$ cat config.mk
export PLATFORM = sky130hd
export DESIGN_NAME = muldiv_unit
export DESIGN_NICKNAME = d
export VERILOG_FILES = /design/src/rtl/muldiv_unit.sv
export SDC_FILE = /design/constraint.sdc
export NUM_CORES = 1
export LEC_CHECK = 0
export ABC_AREA = 1
export BUFFER_PORTS_ARGS = -buffer_cell sky130_fd_sc_hd__clkbuf_2
export CAP_MARGIN = 40
export CORE_AREA = 10 10 150 187
export CTS_BUF_LIST = sky130_fd_sc_hd__clkbuf_4
export DETAILED_ROUTE_END_ITERATION = 8
export DIE_AREA = 0 0 160 197
export GPL_TIMING_DRIVEN = 0
export PLACE_DENSITY = 0.79
export SLEW_MARGIN = 10
export SYNTH_ARGS = -nofsm -noshare
export SYNTH_HDL_FRONTEND = slang
export SYNTH_SLANG_ARGS = --single-unit
$ cat constraint.sdc
create_clock -name clk -period 2.6 [get_ports clk]
set_input_delay 0.52 -clock clk [delete_from_list [all_inputs] [get_ports clk]]
set_output_delay 0.52 -clock clk [all_outputs]
set_load 0.03 [all_outputs]
$ cat src/rtl/muldiv_unit.sv
// Iterative 32-cycle multiply/divide unit owning the HI/LO register pair.
// Define MULDIV_DIV_EN to build the restoring divider; otherwise DIV/DIVU starts are ignored.
module muldiv_unit (
    input  logic        clk,
    input  logic        rst_n,
    input  logic        start,
    input  logic [1:0]  op,
    input  logic [31:0] a,
    input  logic [31:0] b,
    input  logic        cancel,
    input  logic        we_hi,
    input  logic        we_lo,
    input  logic [31:0] wd,
    output logic [31:0] hi,
    output logic [31:0] lo,
    output logic        busy,
    output logic        done
);

    typedef enum logic {StIdle, StRun} state_e;

    state_e      state_q, state_d;
    logic [4:0]  cnt_q, cnt_d;
    logic [63:0] acc_q, acc_d;
    logic [31:0] opnd_q, opnd_d;
    logic        neg_q, neg_d;
    logic [31:0] hi_q, hi_d;
    logic [31:0] lo_q, lo_d;
    logic        done_q, done_d;

    logic        accept;
    logic        is_signed;
    logic [31:0] a_mag, b_mag;
    logic [32:0] mul_sum;
    logic [63:0] acc_step;
    logic [63:0] prod;

`ifdef MULDIV_DIV_EN
    logic        is_div_q, is_div_d;
    logic        neg_rem_q, neg_rem_d;
    logic        dz_q, dz_d;
    logic [64:0] div_shift;
    logic [31:0] div_diff;
    logic        div_ge;
    logic [31:0] quot, rem;
`endif

    always_comb begin
        is_signed = ~op[0];
        a_mag     = (is_signed && a[31]) ? -a : a;
        b_mag     = (is_signed && b[31]) ? -b : b;
`ifdef MULDIV_DIV_EN
        accept    = start && !cancel && (state_q == StIdle);
`else
        accept    = start && !cancel && (state_q == StIdle) && !op[1];
`endif
    end

    // One iteration: acc holds {partial product, multiplier} or {remainder, quotient}.
    always_comb begin
        mul_sum  = {1'b0, acc_q[63:32]} + {1'b0, (acc_q[0] ? opnd_q : 32'd0)};
        acc_step = {mul_sum, acc_q[31:1]};
`ifdef MULDIV_DIV_EN
        div_shift = {acc_q, 1'b0};
        div_diff  = div_shift[63:32] - opnd_q;
        div_ge    = div_shift[64:32] >= {1'b0, opnd_q};
        if (is_div_q) begin
            acc_step = {(div_ge ? div_diff : div_shift[63:32]), acc_q[30:0], div_ge};
        end
        quot = neg_q ? -acc_step[31:0] : acc_step[31:0];
        rem  = neg_rem_q ? -acc_step[63:32] : acc_step[63:32];
`endif
        prod = neg_q ? -acc_step : acc_step;
    end

    always_comb begin
        state_d = state_q;
        cnt_d   = cnt_q;
        acc_d   = acc_q;
        opnd_d  = opnd_q;
        neg_d   = neg_q;
        hi_d    = hi_q;
        lo_d    = lo_q;
        done_d  = 1'b0;
`ifdef MULDIV_DIV_EN
        is_div_d  = is_div_q;
        neg_rem_d = neg_rem_q;
        dz_d      = dz_q;
`endif
        unique case (state_q)
            StIdle: begin
                if (we_hi) hi_d = wd;
                if (we_lo) lo_d = wd;
                if (accept) begin
                    state_d = StRun;
                    cnt_d   = 5'd0;
                    neg_d   = is_signed & (a[31] ^ b[31]);
                    acc_d   = {32'd0, b_mag};
                    opnd_d  = a_mag;
`ifdef MULDIV_DIV_EN
                    is_div_d  = op[1];
                    neg_rem_d = is_signed & a[31];
                    dz_d      = (b == 32'd0);
                    if (op[1]) begin
                        acc_d  = {32'd0, a_mag};
                        opnd_d = b_mag;
                    end
`endif
                end
            end
            StRun: begin
                if (cancel) begin
                    state_d = StIdle;
                    cnt_d   = 5'd0;
                end else begin
                    acc_d = acc_step;
                    cnt_d = cnt_q + 5'd1;
                    if (cnt_q == 5'd31) begin
                        state_d = StIdle;
                        done_d  = 1'b1;
`ifdef MULDIV_DIV_EN
                        if (is_div_q) begin
                            lo_d = dz_q ? 32'hFFFF_FFFF : quot;
                            hi_d = rem;
                        end else begin
                            hi_d = prod[63:32];
                            lo_d = prod[31:0];
                        end
`else
                        hi_d = prod[63:32];
                        lo_d = prod[31:0];
`endif
                    end
                end
            end
            default: state_d = StIdle;
        endcase
    end

    always_ff @(posedge clk or negedge rst_n) begin
        if (!rst_n) begin
            state_q <= StIdle;
            cnt_q   <= 5'd0;
            acc_q   <= 64'd0;
            opnd_q  <= 32'd0;
            neg_q   <= 1'b0;
            hi_q    <= 32'd0;
            lo_q    <= 32'd0;
            done_q  <= 1'b0;
`ifdef MULDIV_DIV_EN
            is_div_q  <= 1'b0;
            neg_rem_q <= 1'b0;
            dz_q      <= 1'b0;
`endif
        end else begin
            state_q <= state_d;
            cnt_q   <= cnt_d;
            acc_q   <= acc_d;
            opnd_q  <= opnd_d;
            neg_q   <= neg_d;
            hi_q    <= hi_d;
            lo_q    <= lo_d;
            done_q  <= done_d;
`ifdef MULDIV_DIV_EN
            is_div_q  <= is_div_d;
            neg_rem_q <= neg_rem_d;
            dz_q      <= dz_d;
`endif
        end
    end

    assign hi   = hi_q;
    assign lo   = lo_q;
    assign busy = (state_q == StRun);
    assign done = done_q;

endmodule

==> key figures <==
Power
  • VDD IR-drop max: roughly 410 uV
  • Lkg Pwr: 8.16 nW
  • PD cells: between 800 and 900 mW/mm^2

Synth
  • Mapped Area: 0.0133 mm^2
  • Post-synthesis net count: approximately 2200
  • Area leader, netlist: dfrtp_1
  • Post-synthesis sequential area ratio: 0.317
  • EDFF count, synth: 0
  • Largest cells by area after synthesis: dfrtp_1, nand2_1, nand3_1
  • Cell with the most instances after synthesis: nand2_1
  • Yosys Warn Count: 0
  • Ys flop type: dfrtp_1
  • Synth Instances: 2085
  • Syn Area/Cell: around 6.4 um^2
  • Top-area cell type share of the netlist area: 0.317
  • Most frequent cells after synthesis: nand2_1, inv_1, nor2_1
  • Ys async rst share: 1.00
  • Yosys cell types: 54
  • Post-synthesis register bit count: between 150 and 200

STA
  • Final Skew: 41.9 ps
  • Total negative slack: -12480 ps
  • Final setup vio count: 30
  • Tcrit/Tclk final: 1.25
  • Fin crit period: between 3000 and 4000 ps
  • Unrepaired setup endpoints after global routing: true
  • Worst hold slack: around 97 ps
  • Slew Limit Fails: 0
  • Max Fclk: just over 300 MHz
  • Final Hold Viols: 0
  • Slew margin rel.: 0.438
  • Final worst slack: -642 ps
  • Slew @ Worst Pin: between 800 and 900 ps

Status
  • Violated checks: setup timing
  • Outcome: finished, violations left

Floorplan
  • Die area: approximately 0.032 mm^2
  • Die Width: between 150 and 200 um
  • Core Box Area: around 0.024 mm^2
  • Die height: 197 um
  • # rows: 64
  • Io pins: 170
  • Initial Util: 0.544

Run
  • Max-cap violations: 0

Global route
  • Pin count of the biggest net entering global routing: between 100 and 150
  • Gr usage total: 0.323
  • First-pass GRT wire length: roughly 80 mm
  • Busiest layer in global routing: met2
  • Initial antenna violation count: 1
  • Grt ovf: 0
  • Met3 usage: 0.0521
  • Met1 usage: 0.339
  • Number of global-route vias before repair: between 10000 and 15000
  • Met2 Use GR: 0.569

CTS
  • CTS Buf Count: 17
  • CTS root buffer: clkbuf_4
  • CTS tree: yes
  • Clk sinks: 168
  • Clock Pin Slew Worst Setup and Hold Paths: approximately 170 ps
  • Clock buffer depth: 2
  • Skew-Pair Late Insertion Delay: between 600 and 700 ps
  • H-tree levels: 4

Setup path
  • Worst stage delay on the critical path: about 530 ps
  • Critical path's slowest cell: dfrtp_2
  • Critical path fanouts, max: 6
  • Crit-path leading delay family: simple AND/OR/NAND/NOR gates
  • WP buf/inv: 3
  • Critical Path Source Type: register
  • Worst setup EP type: register
  • Critical path type: register to register
  • Crit-path cells: buf_8 > nand2_4 > inv_2 > ha_4 > fa_2 > nand2_1 > nand3_1 > nand3_2 > nand2_4 > nand2_4 > nand2_4 > inv_2 > nand2_1 > nor2_2 > nand2_1 > nor2_2 > nand3_2 > nand2_2 > nand2_1 > nand3_1 > nand3_2 > a21oi_2
  • Arrival time at the worst endpoint: ~3800 ps
  • R2R setup slack: -640 ps
  • WP data required: 3170 ps

Worst hold path
  • Worst Hold Class: primary input to register

Cells and area
  • Final Core Density: 0.656
  • Layout cell share with drive strength beyond 1: 0.223
  • Final net count: 2448
  • Final non-filler cell total: roughly 2600
  • Area growth from synthesis to layout: 20.6%

Placement
  • Detailed placer's ending HPWL: 42.0 mm
  • GP Congestion: about 1.0
  • Placed insts: 2585
  • IO Port Bufs: about 170

Detailed routing
  • Drt initial violations: approximately 1300
  • Routed length per instance: between 15 and 20 um
  • Avg Vias per Cell: approximately 5.7
  • Via count: between 15000 and 20000
  • Drt pass-1 iters: 8
  • Number of routed nets with antenna violations: 0
  • Detailed Route WL: between 50 and 60 mm
  • DRC: 0
## per-layer routing
layer | routed length (um) | vias up | part of all wire
met5 | 0 | - | 0
met3 | 3270 | 216 | 0.062
met4 | 4390 | 0 | 0.084
li1 | - | 7206 | -
met1 | 18800 | 6968 | 0.36
met2 | 25800 | 696 | 0.49
## final timing paths
check	start	endpoint	cells after the start
max	acc_q[0]	hi[24]	22
min	wd[12]	hi[12]	3
max reg2reg	acc_q[0]	hi[24]	22
min reg2reg	opnd_q[27]	opnd_q[27]	2
max in group asynchronous	rst_n	hi[24]	3
min in group asynchronous	rst_n	lo[21]	2
## through the flow
stage               power [mW]  instance area, um^2  worst slack, ps
finish                    13.9                16000             -642
global route              14.8                16000             -769
CTS                       13.1                15500             -523
detailed placement        10.6                14600             -991
global placement          10.4                14600            -2010
floorplan                 8.57                13300            -77.4
## cell families (layout without fill, tap and decap cells)
logic type               count (synthesis)  count (layout)  share of synthesized area
AO/OA/AOI/OAI                          318             318                      0.137
XOR/XNOR                                34              34                     0.0230
adder cells (fa/ha/maj)                 38              38                     0.0364
buffers and inverters                  350             582                      0.100
flip-flops                             168             168                      0.317
multiplexers                             1               1                   0.000850
other                                    0               1                          0
AND/OR/NAND/NOR                       1176            1176                      0.385
## report_power, final
group	internal [mW]	switching [mW]	total [mW]
registers	3.27	0.628	3.90
clock network	0.859	1.03	1.89
logic	2.71	5.41	8.13
## cells in the final DEF (no fill, tap or decap), drive strengths merged, types with 2 or more instances in the layout
| cell | instances |
|---|---|
| inv | 275 |
| xor2 | 27 |
| clkbuf | 239 |
| a22o | 2 |
| o31ai | 7 |
| and2 | 2 |
| a31oi | 48 |
| nor3 | 28 |
| bufinv | 5 |
| clkinv | 9 |
| buf | 50 |
| xnor2 | 7 |
| nand3b | 13 |
| a31o | 2 |
| and3 | 2 |
| o211ai | 26 |
| clkinvlp | 3 |
| nand3 | 196 |
| o21bai | 3 |
| or2 | 9 |
| o311ai | 5 |
| ha | 37 |
| nand4 | 22 |
| nor2 | 233 |
| a21o | 2 |
| a21oi | 86 |
| nor4 | 7 |
| nand2 | 663 |
| o21ai | 131 |
| dfrtp | 168 |
## layout make-up
type	count	area, um^2
clock inverters	12	200
repair buffers	204	1140
diodes	1	2.50
fillers	2299	8360
flip-flops and latches	168	4210
clock buffers	18	135
plain buffers	68	307
multi-input cells	1567	8520
inverters	280	1050
well taps	330	413
## worst reg2reg max path: stages (launching register included)
cell and delay [ps]:
dfrtp_2 530, buf_8 170, nand2_4 60, inv_2 50
ha_4 170, fa_2 440, nand2_1 90, nand3_1 80
nand3_2 110, nand2_4 90, nand2_4 70, nand2_4 70
inv_2 90, nand2_1 90, nor2_2 160, nand2_1 110
nor2_2 140, nand3_2 130, nand2_2 120, nand2_1 60
nand3_1 80, nand3_2 100, a21oi_2 140
## sequential cells by signal, summed over array words and instances, names as in the netlist
name	count
acc_q	64
busy	1
cnt_q	5
done	1
hi	32
lo	32
neg_q	1
opnd_q	32
## timing repair
action                     in CTS  in global routing
pin swaps                      37                 25
setup endpoints to repair     151                 72
hold buffers                    1                  0
setup buffers                  16                 17
hold endpoints to repair       67                  0
cloned                          0                  0
gates resized for setup       121                 97
No activity file was read; power rests on OpenSTA's default activity.
